--- src/rtl/mc_control_fsm.sv ---
// mc_control_fsm: multicycle RV32I control unit sequencing fetch/decode/execute/memory/writeback
// Ports:
//   clk, reset            clock and synchronous active-high reset
//   op, funct3, funct7b5  instruction fields from the IR
//   Zero                  combinational ALU zero flag for the current selects
//   mem_ready             memory done/accepting this cycle
//   PCWrite, AdrSrc, MemWrite, IRWrite, RegWrite  datapath enables/selects
//   ResultSrc, ALUSrcA, ALUSrcB, ImmSrc, ALUControl datapath mux selects and ALU op
//   illegal_instr         one-cycle pulse in decode on an undecodable instruction
//   state_o               current state for debug
module mc_control_fsm #(
    parameter logic [3:0] RESET_STATE = 4'd0
) (
    input  logic       clk,
    input  logic       reset,
    input  logic [6:0] op,
    input  logic [2:0] funct3,
    input  logic       funct7b5,
    input  logic       Zero,
    input  logic       mem_ready,
    output logic       PCWrite,
    output logic       AdrSrc,
    output logic       MemWrite,
    output logic       IRWrite,
    output logic       RegWrite,
    output logic [1:0] ResultSrc,
    output logic [1:0] ALUSrcA,
    output logic [1:0] ALUSrcB,
    output logic [2:0] ImmSrc,
    output logic [3:0] ALUControl,
    output logic       illegal_instr,
    output logic [3:0] state_o
);
    localparam logic [3:0] ALU_ADD  = 4'd0;
    localparam logic [3:0] ALU_SUB  = 4'd1;
    localparam logic [3:0] ALU_AND  = 4'd2;
    localparam logic [3:0] ALU_OR   = 4'd3;
    localparam logic [3:0] ALU_XOR  = 4'd4;
    localparam logic [3:0] ALU_SLT  = 4'd5;
    localparam logic [3:0] ALU_SLTU = 4'd6;
    localparam logic [3:0] ALU_SLL  = 4'd7;
    localparam logic [3:0] ALU_SRL  = 4'd8;
    localparam logic [3:0] ALU_SRA  = 4'd9;
    localparam logic [6:0] OP_LW    = 7'b0000011;
    localparam logic [6:0] OP_SW    = 7'b0100011;
    localparam logic [6:0] OP_R     = 7'b0110011;
    localparam logic [6:0] OP_I     = 7'b0010011;
    localparam logic [6:0] OP_BR    = 7'b1100011;
    localparam logic [6:0] OP_JAL   = 7'b1101111;
    localparam logic [6:0] OP_JALR  = 7'b1100111;
    localparam logic [6:0] OP_LUI   = 7'b0110111;
    localparam logic [6:0] OP_AUIPC = 7'b0010111;
    typedef enum logic [3:0] {
        S_FETCH, S_DECODE, S_MEMADR, S_MEMRD, S_MEMWB, S_MEMWR, S_EXER, S_EXEI,
        S_ALUWB, S_BRANCH, S_JAL, S_JALR1, S_JALR2, S_LUI, S_AUIPC, S_UNUSED
    } state_t;
    state_t     r_state;
    state_t     w_next;
    logic [3:0] w_funct_alu;
    logic [3:0] w_br_alu;
    logic       w_taken;
    logic       w_br_illegal;
    always_ff @(posedge clk)
        r_state <= reset ? state_t'(RESET_STATE) : w_next;
    assign state_o = r_state;
    // addi ignores funct7b5, so SUB is only possible from the register form
    always_comb begin
        w_funct_alu = ALU_ADD;
        case (funct3)
            3'b000: w_funct_alu = (r_state == S_EXER && funct7b5) ? ALU_SUB : ALU_ADD;
            3'b001: w_funct_alu = ALU_SLL;
            3'b010: w_funct_alu = ALU_SLT;
            3'b011: w_funct_alu = ALU_SLTU;
            3'b100: w_funct_alu = ALU_XOR;
            3'b101: w_funct_alu = funct7b5 ? ALU_SRA : ALU_SRL;
            3'b110: w_funct_alu = ALU_OR;
            3'b111: w_funct_alu = ALU_AND;
        endcase
    end
    assign w_br_alu     = funct3[2] ? (funct3[1] ? ALU_SLTU : ALU_SLT) : ALU_SUB;
    // SUB sets Zero on equality; SLT/SLTU clear Zero when less-than, so
    // funct3[0] inverts the sense and funct3[2] flips from equality to ordering
    assign w_taken      = Zero ^ funct3[0] ^ funct3[2];
    assign w_br_illegal = funct3[2:1] == 2'b01;
    always_comb begin
        w_next        = S_FETCH;
        PCWrite       = 1'b0;
        AdrSrc        = 1'b0;
        MemWrite      = 1'b0;
        IRWrite       = 1'b0;
        RegWrite      = 1'b0;
        ResultSrc     = 2'b00;
        ALUSrcA       = 2'b00;
        ALUSrcB       = 2'b00;
        ALUControl    = ALU_ADD;
        illegal_instr = 1'b0;
        ImmSrc        = (op == OP_SW) ? 3'b001 :
                        (op == OP_BR) ? 3'b010 :
                        (op == OP_JAL) ? 3'b011 :
                        (op == OP_LUI || op == OP_AUIPC) ? 3'b100 : 3'b000;
        case (r_state)
            S_FETCH: begin
                ALUSrcB   = 2'b10;
                ResultSrc = 2'b10;
                IRWrite   = mem_ready;
                PCWrite   = mem_ready;
                w_next    = mem_ready ? S_DECODE : S_FETCH;
            end
            S_DECODE: begin
                ALUSrcA = 2'b01;
                ALUSrcB = 2'b01;
                case (op)
                    OP_LW, OP_SW: w_next = S_MEMADR;
                    OP_R:         w_next = S_EXER;
                    OP_I:         w_next = S_EXEI;
                    OP_BR: begin
                        w_next        = w_br_illegal ? S_FETCH : S_BRANCH;
                        illegal_instr = w_br_illegal;
                    end
                    OP_JAL:       w_next = S_JAL;
                    OP_JALR:      w_next = S_JALR1;
                    OP_LUI:       w_next = S_LUI;
                    OP_AUIPC:     w_next = S_AUIPC;
                    default:      illegal_instr = 1'b1;
                endcase
            end
            S_MEMADR: begin
                ALUSrcA = 2'b10;
                ALUSrcB = 2'b01;
                w_next  = (op == OP_LW) ? S_MEMRD : S_MEMWR;
            end
            S_MEMRD: begin
                AdrSrc = 1'b1;
                w_next = mem_ready ? S_MEMWB : S_MEMRD;
            end
            S_MEMWB: begin
                ResultSrc = 2'b01;
                RegWrite  = 1'b1;
            end
            S_MEMWR: begin
                AdrSrc   = 1'b1;
                MemWrite = 1'b1;
                w_next   = mem_ready ? S_FETCH : S_MEMWR;
            end
            S_EXER: begin
                ALUSrcA    = 2'b10;
                ALUControl = w_funct_alu;
                w_next     = S_ALUWB;
            end
            S_EXEI: begin
                ALUSrcA    = 2'b10;
                ALUSrcB    = 2'b01;
                ALUControl = w_funct_alu;
                w_next     = S_ALUWB;
            end
            S_ALUWB: RegWrite = 1'b1;
            S_BRANCH: begin
                ALUSrcA    = 2'b10;
                ALUControl = w_br_alu;
                PCWrite    = w_taken;
            end
            S_JAL, S_JALR2: begin
                ALUSrcA = 2'b01;
                ALUSrcB = 2'b10;
                PCWrite = 1'b1;
                w_next  = S_ALUWB;
            end
            S_JALR1: begin
                ALUSrcA = 2'b10;
                ALUSrcB = 2'b01;
                w_next  = S_JALR2;
            end
            S_LUI: begin
                ALUSrcA = 2'b11;
                ALUSrcB = 2'b01;
                w_next  = S_ALUWB;
            end
            S_AUIPC: begin
                ALUSrcA = 2'b01;
                ALUSrcB = 2'b01;
                w_next  = S_ALUWB;
            end
            default: w_next = S_FETCH;
        endcase
        // reset abandons the instruction: no state-changing strobe may escape
        if (reset) begin
            PCWrite       = 1'b0;
            IRWrite       = 1'b0;
            MemWrite      = 1'b0;
            RegWrite      = 1'b0;
            illegal_instr = 1'b0;
        end
    end
endmodule

--- config.mk ---
export PLATFORM = sky130hd
export DESIGN_NAME = mc_control_fsm
export DESIGN_NICKNAME = d
export VERILOG_FILES = /design/src/rtl/mc_control_fsm.sv
export SDC_FILE = /design/constraint.sdc
export NUM_CORES = 1
export LEC_CHECK = 0
export BUFFER_PORTS_ARGS = -buffer_cell sky130_fd_sc_hd__buf_2
export CAP_MARGIN = 0
export CORE_ASPECT_RATIO = 0.8
export CORE_UTILIZATION = 42
export CTS_BUF_LIST = sky130_fd_sc_hd__clkbuf_16
export CTS_CLUSTER_SIZE = 16
export DETAILED_ROUTE_END_ITERATION = 6
export PLACE_DENSITY_LB_ADDON = 0.3
export SYNTH_ARGS = -nofsm -noshare
export SYNTH_HDL_FRONTEND = slang
export SYNTH_SLANG_ARGS = --single-unit
--- constraint.sdc ---
create_clock -name clk -period 1.49 [get_ports clk]
set_input_delay 0.298 -clock clk [delete_from_list [all_inputs] [get_ports clk]]
set_output_delay 0.298 -clock clk [all_outputs]
set_load 0.05 [all_outputs]
==> flow_metrics.tcl, run 1 <==
set metrics [dict create \
    netlist_top_cells_count "nand2_1 (15), o21ai_0 (12), a21oi_1 (8), nor2_1 (8), nand2b_1 (7)" \
    ys_ff_latch 4 \
    synth_compound_area_share_pct 32.9 \
    hold_buffers 0 \
    die_width_um 52.8 \
    netlist_area_um2 867 \
    syn_area_per_cell_um2 6.72 \
    clk_root_buffer_cell "clkbuf_16" \
    io_buffer_count 37 \
    synthDistinctLibCells 44 \
    synthXorXnorAreaFrac_pct 4.04 \
    cts_resized 81 \
    synth_top_cell_area_share_pct 9.24 \
    synthSimpleGateAreaFrac_pct 44.3 \
    synthAdderAreaFrac_pct 0 \
    hpwl_um 2440 \
    synth_fp_nets 144 \
    pre_cts_slack_ns -0.243 \
    ys.flop_type "dfxtp_1" \
    ys_warn_count 0 \
    rows 14 \
    synthArstFlopShare_pct 0 \
    yosys.area.top_type "dfxtp_1" \
    chipHeight_um 42.6 \
    postCtsSetupRepairBufs 10 \
    synth_seq_area_share_pct 9.24 \
    ioPinCount 38 \
    placed_area_um2 1510 \
    synth_edf_count 0 \
    htreeDepth 1 \
    synth_top_family_by_area "simple AND/OR/NAND/NOR gates" \
    start_util_pct 45.4 \
    haltStage "clock tree synthesis" \
    gp_congestion 0.888 \
    cts_made_buffers 3 \
    synth.most_common_cell "nand2_1" \
    post_synth_mux_area_share_pct 0 \
    synthCells 129 \
    synth.area.top_cells "dfxtp_1 (9.2%), o21ai_0 (6.9%), nand2_1 (6.5%)" \
    place.detailed.instances 218 \
    clock_sinks 4 \
    outcome "aborted with a tool error" \
    tool.error "[ERROR DPL-0038] Utilization greater than 100%, impossible to legalize" \
    clk_path_buf_depth 2 \
]
## stage by stage
step | util [%] | hold slack (ns)
detailed placement | 79.0 | 0.716
global placement | 79.0 | 0.686
floorplan | - | 0.483
## kinds of logic after synthesis
family	after synthesis
AOI/OAI and AO/OA	41
and+or+nand+nor	64
DFF	4
buffers and inverters	16
xor gates and xnor gates	4
==> run 2: changes to the inputs <==
==> config.mk (replaced) <==
export PLATFORM = sky130hd
export DESIGN_NAME = mc_control_fsm
export DESIGN_NICKNAME = d
export VERILOG_FILES = /design/src/rtl/mc_control_fsm.sv
export SDC_FILE = /design/constraint.sdc
export NUM_CORES = 1
export LEC_CHECK = 0
export BUFFER_PORTS_ARGS = -buffer_cell sky130_fd_sc_hd__buf_2
export CAP_MARGIN = 0
export CORE_AREA = 2 2 63 65
export DETAILED_ROUTE_END_ITERATION = 6
export DIE_AREA = 0 0 65 67
export PLACE_DENSITY_LB_ADDON = 0.15
export SYNTH_ARGS = -nofsm -noshare
export SYNTH_HDL_FRONTEND = slang
export SYNTH_SLANG_ARGS = --single-unit
==> constraint.sdc (replaced) <==
create_clock -name clk -period 1.95 [get_ports clk]
set_input_delay 0.39 -clock clk [delete_from_list [all_inputs] [get_ports clk]]
set_output_delay 0.39 -clock clk [all_outputs]
set_load 0.05 [all_outputs]
==> run 2 against run 1 <==
  * The run now ends clean
  * Synthesized cell count unchanged
  * Area after synthesis unchanged
==> flow_metrics.tcl, run 2 <==
set metrics [dict create \
    ys_warn_count 0 \
    yosys.area.top_type "dfxtp_1" \
    synthCells 129 \
    synth.area.top_cells "dfxtp_1 (9.2%), o21ai_0 (6.9%), nand2_1 (6.5%)" \
    hold_buffers 0 \
    critPathKind "reg -> out" \
    worstHoldStart "op[5]" \
    netlist_top_cells_count "nand2_1 (15), o21ai_0 (12), a21oi_1 (8), nor2_1 (8), nand2b_1 (7)" \
    mostFrequentLayoutCells "buf_2 (31), buf_4 (22), nand2_1 (15)" \
    synth.most_common_cell "nand2_1" \
    grt_pass1_vias 1076 \
    rsz0062_at_grt "yes" \
    synthArstFlopShare_pct 0 \
    dr.pass1.iters 4 \
    min_period_over_period_pct 99.5 \
    seqPwrFrac_pct 17.2 \
    die_width_um 65 \
    syn_area_per_cell_um2 6.72 \
    r2r_cells 5 \
    routed_via_density 5.02 \
    clk_path_buf_depth 2 \
    worst_setup_path_end_kind "output pin" \
    seq_area_um2 95.1 \
    design_area_um2 1490 \
    r2r-end "state_o[0]" \
    dieArea_um2 4360 \
    fin_nets 198 \
    ir_drop_mv 0.198 \
    cts_made_buffers 3 \
    drc 0 \
    tns_ns 0 \
    hold_path_depth 3 \
    io_buffer_count 37 \
    ys_ff_latch 4 \
    vias 1150 \
    hold_viol_final 0 \
    htreeDepth 1 \
    grt_util_met1_pct 16.8 \
    largest_reg_flops 4 \
    grt_max_degree 17 \
    placed_area_um2 1310 \
    synth_edf_count 0 \
    skew_ns 0.00511 \
    final.min_clock_period_ns 1.94 \
    antenna_found_initial 0 \
    power.switching_mw 0.187 \
    grtUsageMet3_pct 1.18 \
    synthDistinctLibCells 44 \
    maxSlewHeadroom_pct 77.7 \
    clkLatencyLatePin_ns 0.22 \
    postRouteAntennaNets 0 \
    post_route_cells_drive_above_1_share_pct 54.7 \
    clock_power_share_pct 36.4 \
    grt_pass1_wl_um 4870 \
    max_clock_freq_ghz 0.516 \
    routed_wl_um 3100 \
    power.leakage_nw 0.669 \
    clk_pin_slew_ns 0.03 \
    post_synth_mux_area_share_pct 0 \
    coreArea_um2 3610 \
    rows 22 \
    tritoncts "built" \
    wl_per_cell_um 13.5 \
    synth_top_cell_area_share_pct 9.24 \
    gp_congestion 0.728 \
    synth_fp_nets 144 \
    power_frac_comb_pct 46.4 \
    p_sw_share_pct 38.3 \
    tightestPinTransition_ns 0.330 \
    antenna_cells 0 \
    cp_max_fo 6 \
    grtUsageMet2_pct 26.9 \
    netlist_area_um2 867 \
    clock_sinks 4 \
    synth_seq_area_share_pct 9.24 \
    top_usage_layer "met2" \
    clk_root_buffer_cell "clkbuf_8" \
    synthAdderAreaFrac_pct 0 \
    drtIter0Drc 17 \
    synth_top_family_by_area "simple AND/OR/NAND/NOR gates" \
    post-route-util_pct 41.3 \
    drv_cap 0 \
    start_util_pct 24.0 \
    final_common_cell "buf_2" \
    syn2layout_area_growth_pct 71.7 \
    slowest_stage "or3_4" \
    synth_compound_area_share_pct 32.9 \
    max_stage_delay_ns 0.40 \
    track_usage_pct 14.1 \
    fin_cells 229 \
    powerDensity_nw_per_um2 328 \
    hold_ws_ns 0.623 \
    hpwl_um 2350 \
    multiInputGateArea_um2 873 \
    synthSimpleGateAreaFrac_pct 44.3 \
    cp_data_required_time_ns 1.56 \
    setup_violations 0 \
    n_fill_cell 391 \
    r2r_setup_slack_ns 0.33 \
    critical_path.cell_chain "nand2b_4 > or3_4 > a2111oi_4 > buf_6" \
    worstSetupStartpointType "flop" \
    final_max_slew_viol_count 0 \
    chipHeight_um 67 \
    overflow 0 \
    hold_path_end "state_o[0]" \
    arrival_ns 1.55 \
    internal-power_mw 0.301 \
    ioPinCount 38 \
    place.detailed.instances 218 \
    synthXorXnorAreaFrac_pct 4.04 \
    ys.flop_type "dfxtp_1" \
    outcome "complete, no violations" \
    worstReg2RegStart "state_o[3]" \
    worstHoldPathType "in -> reg" \
]
[run 2: cell counts after synthesis]
Identical to the previous run, type by type.
[run 2: timing repair]
item,4_1_cts,5_1_grt
pin swaps,1,5
gates resized for setup,16,8
setup buffers,2,6
hold endpoints to repair,0,0
setup endpoints to repair,7,8
[run 2: power by group through the flow]
stage                     clock network (mW)  registers (mW)  logic, mW
after detailed placement                   0          0.0843      0.205
final                                  0.178          0.0839      0.226
after global placement                     0          0.0843      0.203
after floorplan                            0          0.0903      0.133
after global routing                   0.187          0.0843      0.242
after CTS                              0.182          0.0843      0.222
[run 2: routing by layer]
metal / up-vias / part of all wire [%] / routed length [µm]
li1: 578 / - / -
met1: 535 / 42 / 1310
met5: - / 0 / 0
met2: 35 / 52 / 1620
met4: 0 / 0.94 / 29
met3: 2 / 4.6 / 144
[run 2: worst max-delay path by stage]
stage	start	to	depth (start not counted)
after floorplan	state_o[3]	RegWrite	4
after global placement	op[6]	illegal_instr	5
after detailed placement	mem_ready	PCWrite	6
after CTS	state_o[1]	illegal_instr	4
after global routing	state_o[1]	PCWrite	5
final	state_o[1]	illegal_instr	4
[run 2: logic make-up after synthesis]
group,count (synthesis)
and+or+nand+nor,64
DFF,4
AOI/OAI and AO/OA,41
xor gates and xnor gates,4
buffers and inverters,16
[run 2: layout make-up]
type | count | share of cell area, %
Clock buffer | 3 | 2.77
Timing Repair Buffer | 60 | 26.9
Tap cell | 48 | 4.03
Inverter | 5 | 1.26
Sequential cell | 4 | 6.39
Multi-Input combinational cell | 109 | 58.7
[run 2: per-stage QoR]
stage               total power [mW]  setup WS, ns
floorplan                      0.224       -0.0202
global placement               0.288        0.0661
detailed placement             0.290        0.0604
CTS                            0.488      -0.00193
global route                   0.513       -0.0297
finish                         0.488        0.0107
[run 2: worst max-delay path: cells and delay by family, from the launching register on]
kind,cells,cell delay [ns]
compound gates,1,0.21
simple gates,2,0.55
flops,1,0.35
buf+inv,1,0.20
No activity file was read; power rests on OpenSTA's default activity.
==> run 3: changes to the inputs <==
--- a/config.mk
+++ b/config.mk
@@ -8,8 +8,10 @@
 export BUFFER_PORTS_ARGS = -buffer_cell sky130_fd_sc_hd__buf_2
 export CAP_MARGIN = 0
 export CORE_AREA = 2 2 63 65
+export CTS_CLUSTER_DIAMETER = 80
 export DETAILED_ROUTE_END_ITERATION = 6
 export DIE_AREA = 0 0 65 67
+export MAX_ROUTING_LAYER = met4
 export PLACE_DENSITY_LB_ADDON = 0.15
 export SYNTH_ARGS = -nofsm -noshare
 export SYNTH_HDL_FRONTEND = slang
==> run 3 against run 2 <==
  * Critical path depth is the same
  * Global-route usage grew 0.37 points
  * Largest cell class unchanged
  * Sequential share of layout area is the same
  * Worst hold slack lost 0.0018 ns
  * Non-clock buffer count is the same
  * Via count shrank 0.35%
  * Final cell count is the same
  * Sequential power is essentially flat
==> flow_metrics.tcl, run 3 (same netlist as run 2, synthesis figures left out) <==
set metrics [dict create \
    outcome "complete, no violations" \
    fin_nets 198 \
    cp_max_fo 6 \
    pre_cts_slack_ns 0.0604 \
    final.min_clock_period_ns 1.94 \
    tritoncts "built" \
    tns_ns 0 \
    clock_sinks 4 \
    tightestPinTransition_ns 0.337 \
    worst_setup_path_end_kind "output pin" \
    dieArea_um2 4360 \
    rsz0062_at_grt "yes" \
    worstHoldPathType "in -> reg" \
    dr.pass1.iters 4 \
    hold_path_end "state_o[0]" \
    wl_per_cell_um 13.6 \
    post_route_cells_drive_above_1_share_pct 54.7 \
    skew_ns 0.00511 \
    grt_pass1_wl_um 4880 \
    io_buffer_count 37 \
    antenna_cells 0 \
    clk_pin_slew_ns 0.03 \
    grt_max_degree 17 \
    hold_path_depth 3 \
    critical_path.cell_chain "nand2b_4 > or3_4 > a2111oi_4 > buf_6" \
    largest_reg_flops 4 \
    chipHeight_um 67 \
    power_frac_comb_pct 46.4 \
    internal-power_mw 0.301 \
    routed_via_density 5.00 \
    drtIter0Drc 25 \
    gp_congestion 0.737 \
    worstSetupStartpointType "flop" \
    p_sw_share_pct 38.3 \
    critPathKind "reg -> out" \
    r2r_cells 5 \
    cp_data_required_time_ns 1.56 \
    hpwl_um 2350 \
    min_period_over_period_pct 99.4 \
    arrival_ns 1.55 \
    placed_area_um2 1310 \
    start_util_pct 24.0 \
    overflow 0 \
    ir_drop_mv 0.198 \
    setup_violations 0 \
    clkLatencyLatePin_ns 0.22 \
    maxSlewHeadroom_pct 77.3 \
    r2r_setup_slack_ns 0.33 \
    postRouteAntennaNets 0 \
    max_stage_delay_ns 0.40 \
    worstHoldStart "op[5]" \
    power.switching_mw 0.187 \
    routed_wl_um 3120 \
    syn2layout_area_growth_pct 71.7 \
    power.leakage_nw 0.669 \
    die_width_um 65 \
    setup_ws_ns 0.0122 \
    rows 22 \
    drv_cap 0 \
    hold_buffers 0 \
    final_max_slew_viol_count 0 \
    vias 1146 \
    worstReg2RegStart "state_o[3]" \
    final_common_cell "buf_2" \
    r2r-end "state_o[0]" \
    design_area_um2 1490 \
    track_usage_pct 14.4 \
    antenna_found_initial 0 \
    ioPinCount 38 \
    clk_root_buffer_cell "clkbuf_8" \
    hold_viol_final 0 \
    post-route-util_pct 41.3 \
    coreArea_um2 3610 \
    cts_made_buffers 3 \
    slowest_stage "or3_4" \
    drc 0 \
    clock_power_share_pct 36.4 \
    seqPwrFrac_pct 17.2 \
    clk_path_buf_depth 2 \
    max_clock_freq_ghz 0.516 \
    grt_pass1_vias 1072 \
    powerDensity_nw_per_um2 328 \
    htreeDepth 1 \
    mostFrequentLayoutCells "buf_2 (31), buf_4 (22), nand2_1 (15)" \
]
-- run 3: cell counts in the layout (fill, tap and decap cells not counted) --
No cell type changed its count.
-- run 3: power groups by stage --
| stage | registers (mW) | clock network (mW) | logic (mW) |
|---|---|---|---|
| 3_3_place_gp | 0.0843 | 0 | 0.203 |
| 2_1_floorplan | 0.0903 | 0 | 0.133 |
| 6_report | 0.0839 | 0.178 | 0.226 |
| 5_1_grt | 0.0843 | 0.187 | 0.242 |
| 3_5_place_dp | 0.0843 | 0 | 0.205 |
| 4_1_cts | 0.0843 | 0.182 | 0.222 |
-- run 3: worst max-delay path by stage --
stage / slack, ns / cells past startpoint / end / start
after floorplan: -0.02 / 4 / RegWrite / state_o[3]
after global placement: 0.07 / 5 / illegal_instr / op[6]
after detailed placement: 0.06 / 6 / PCWrite / mem_ready
after CTS: -0.002 / 4 / illegal_instr / state_o[1]
after global routing: -0.03 / 5 / PCWrite / state_o[1]
final: 0.01 / 4 / illegal_instr / state_o[1]
-- run 3: through the flow --
stage	instances	power [mW]	hold WS (ns)
floorplan	129	0.224	0.575
global placement	218	0.288	0.607
detailed placement	218	0.290	0.596
CTS	223	0.488	0.600
global route	229	0.513	0.669
finish	229	0.488	0.621
-- run 3: cell type report --
cell class / instances / area [µm²]
tap: 48 / 60.1
sequential: 4 / 95.1
timing repair buffer: 60 / 400
multi-input combinational: 109 / 873
fill: 391 / 2120
clock buffer: 3 / 41.3
inverter: 5 / 18.8
-- run 3: worst max-delay path, delay by kind of cell, from the launching register on --
kind | cells | cell delay (ns)
compound gates | 1 | 0.21
buf+inv | 1 | 0.20
flops | 1 | 0.35
simple gates | 2 | 0.55
-- run 3: layer usage --
layer | track usage (%) | wire length [µm]
met4 | 3.19 | 29
met3 | 1.01 | 144
met1 | 16.9 | 1330
met5 | - | 0
met2 | 26.9 | 1620
-- run 3: what timing repair did --
item,in CTS,in global routing
setup buffers,2,6
gates cloned,0,0
pin swaps,1,5
gates resized for setup,16,8
setup endpoints to repair,7,8
endpoints found under the hold margin,0,0
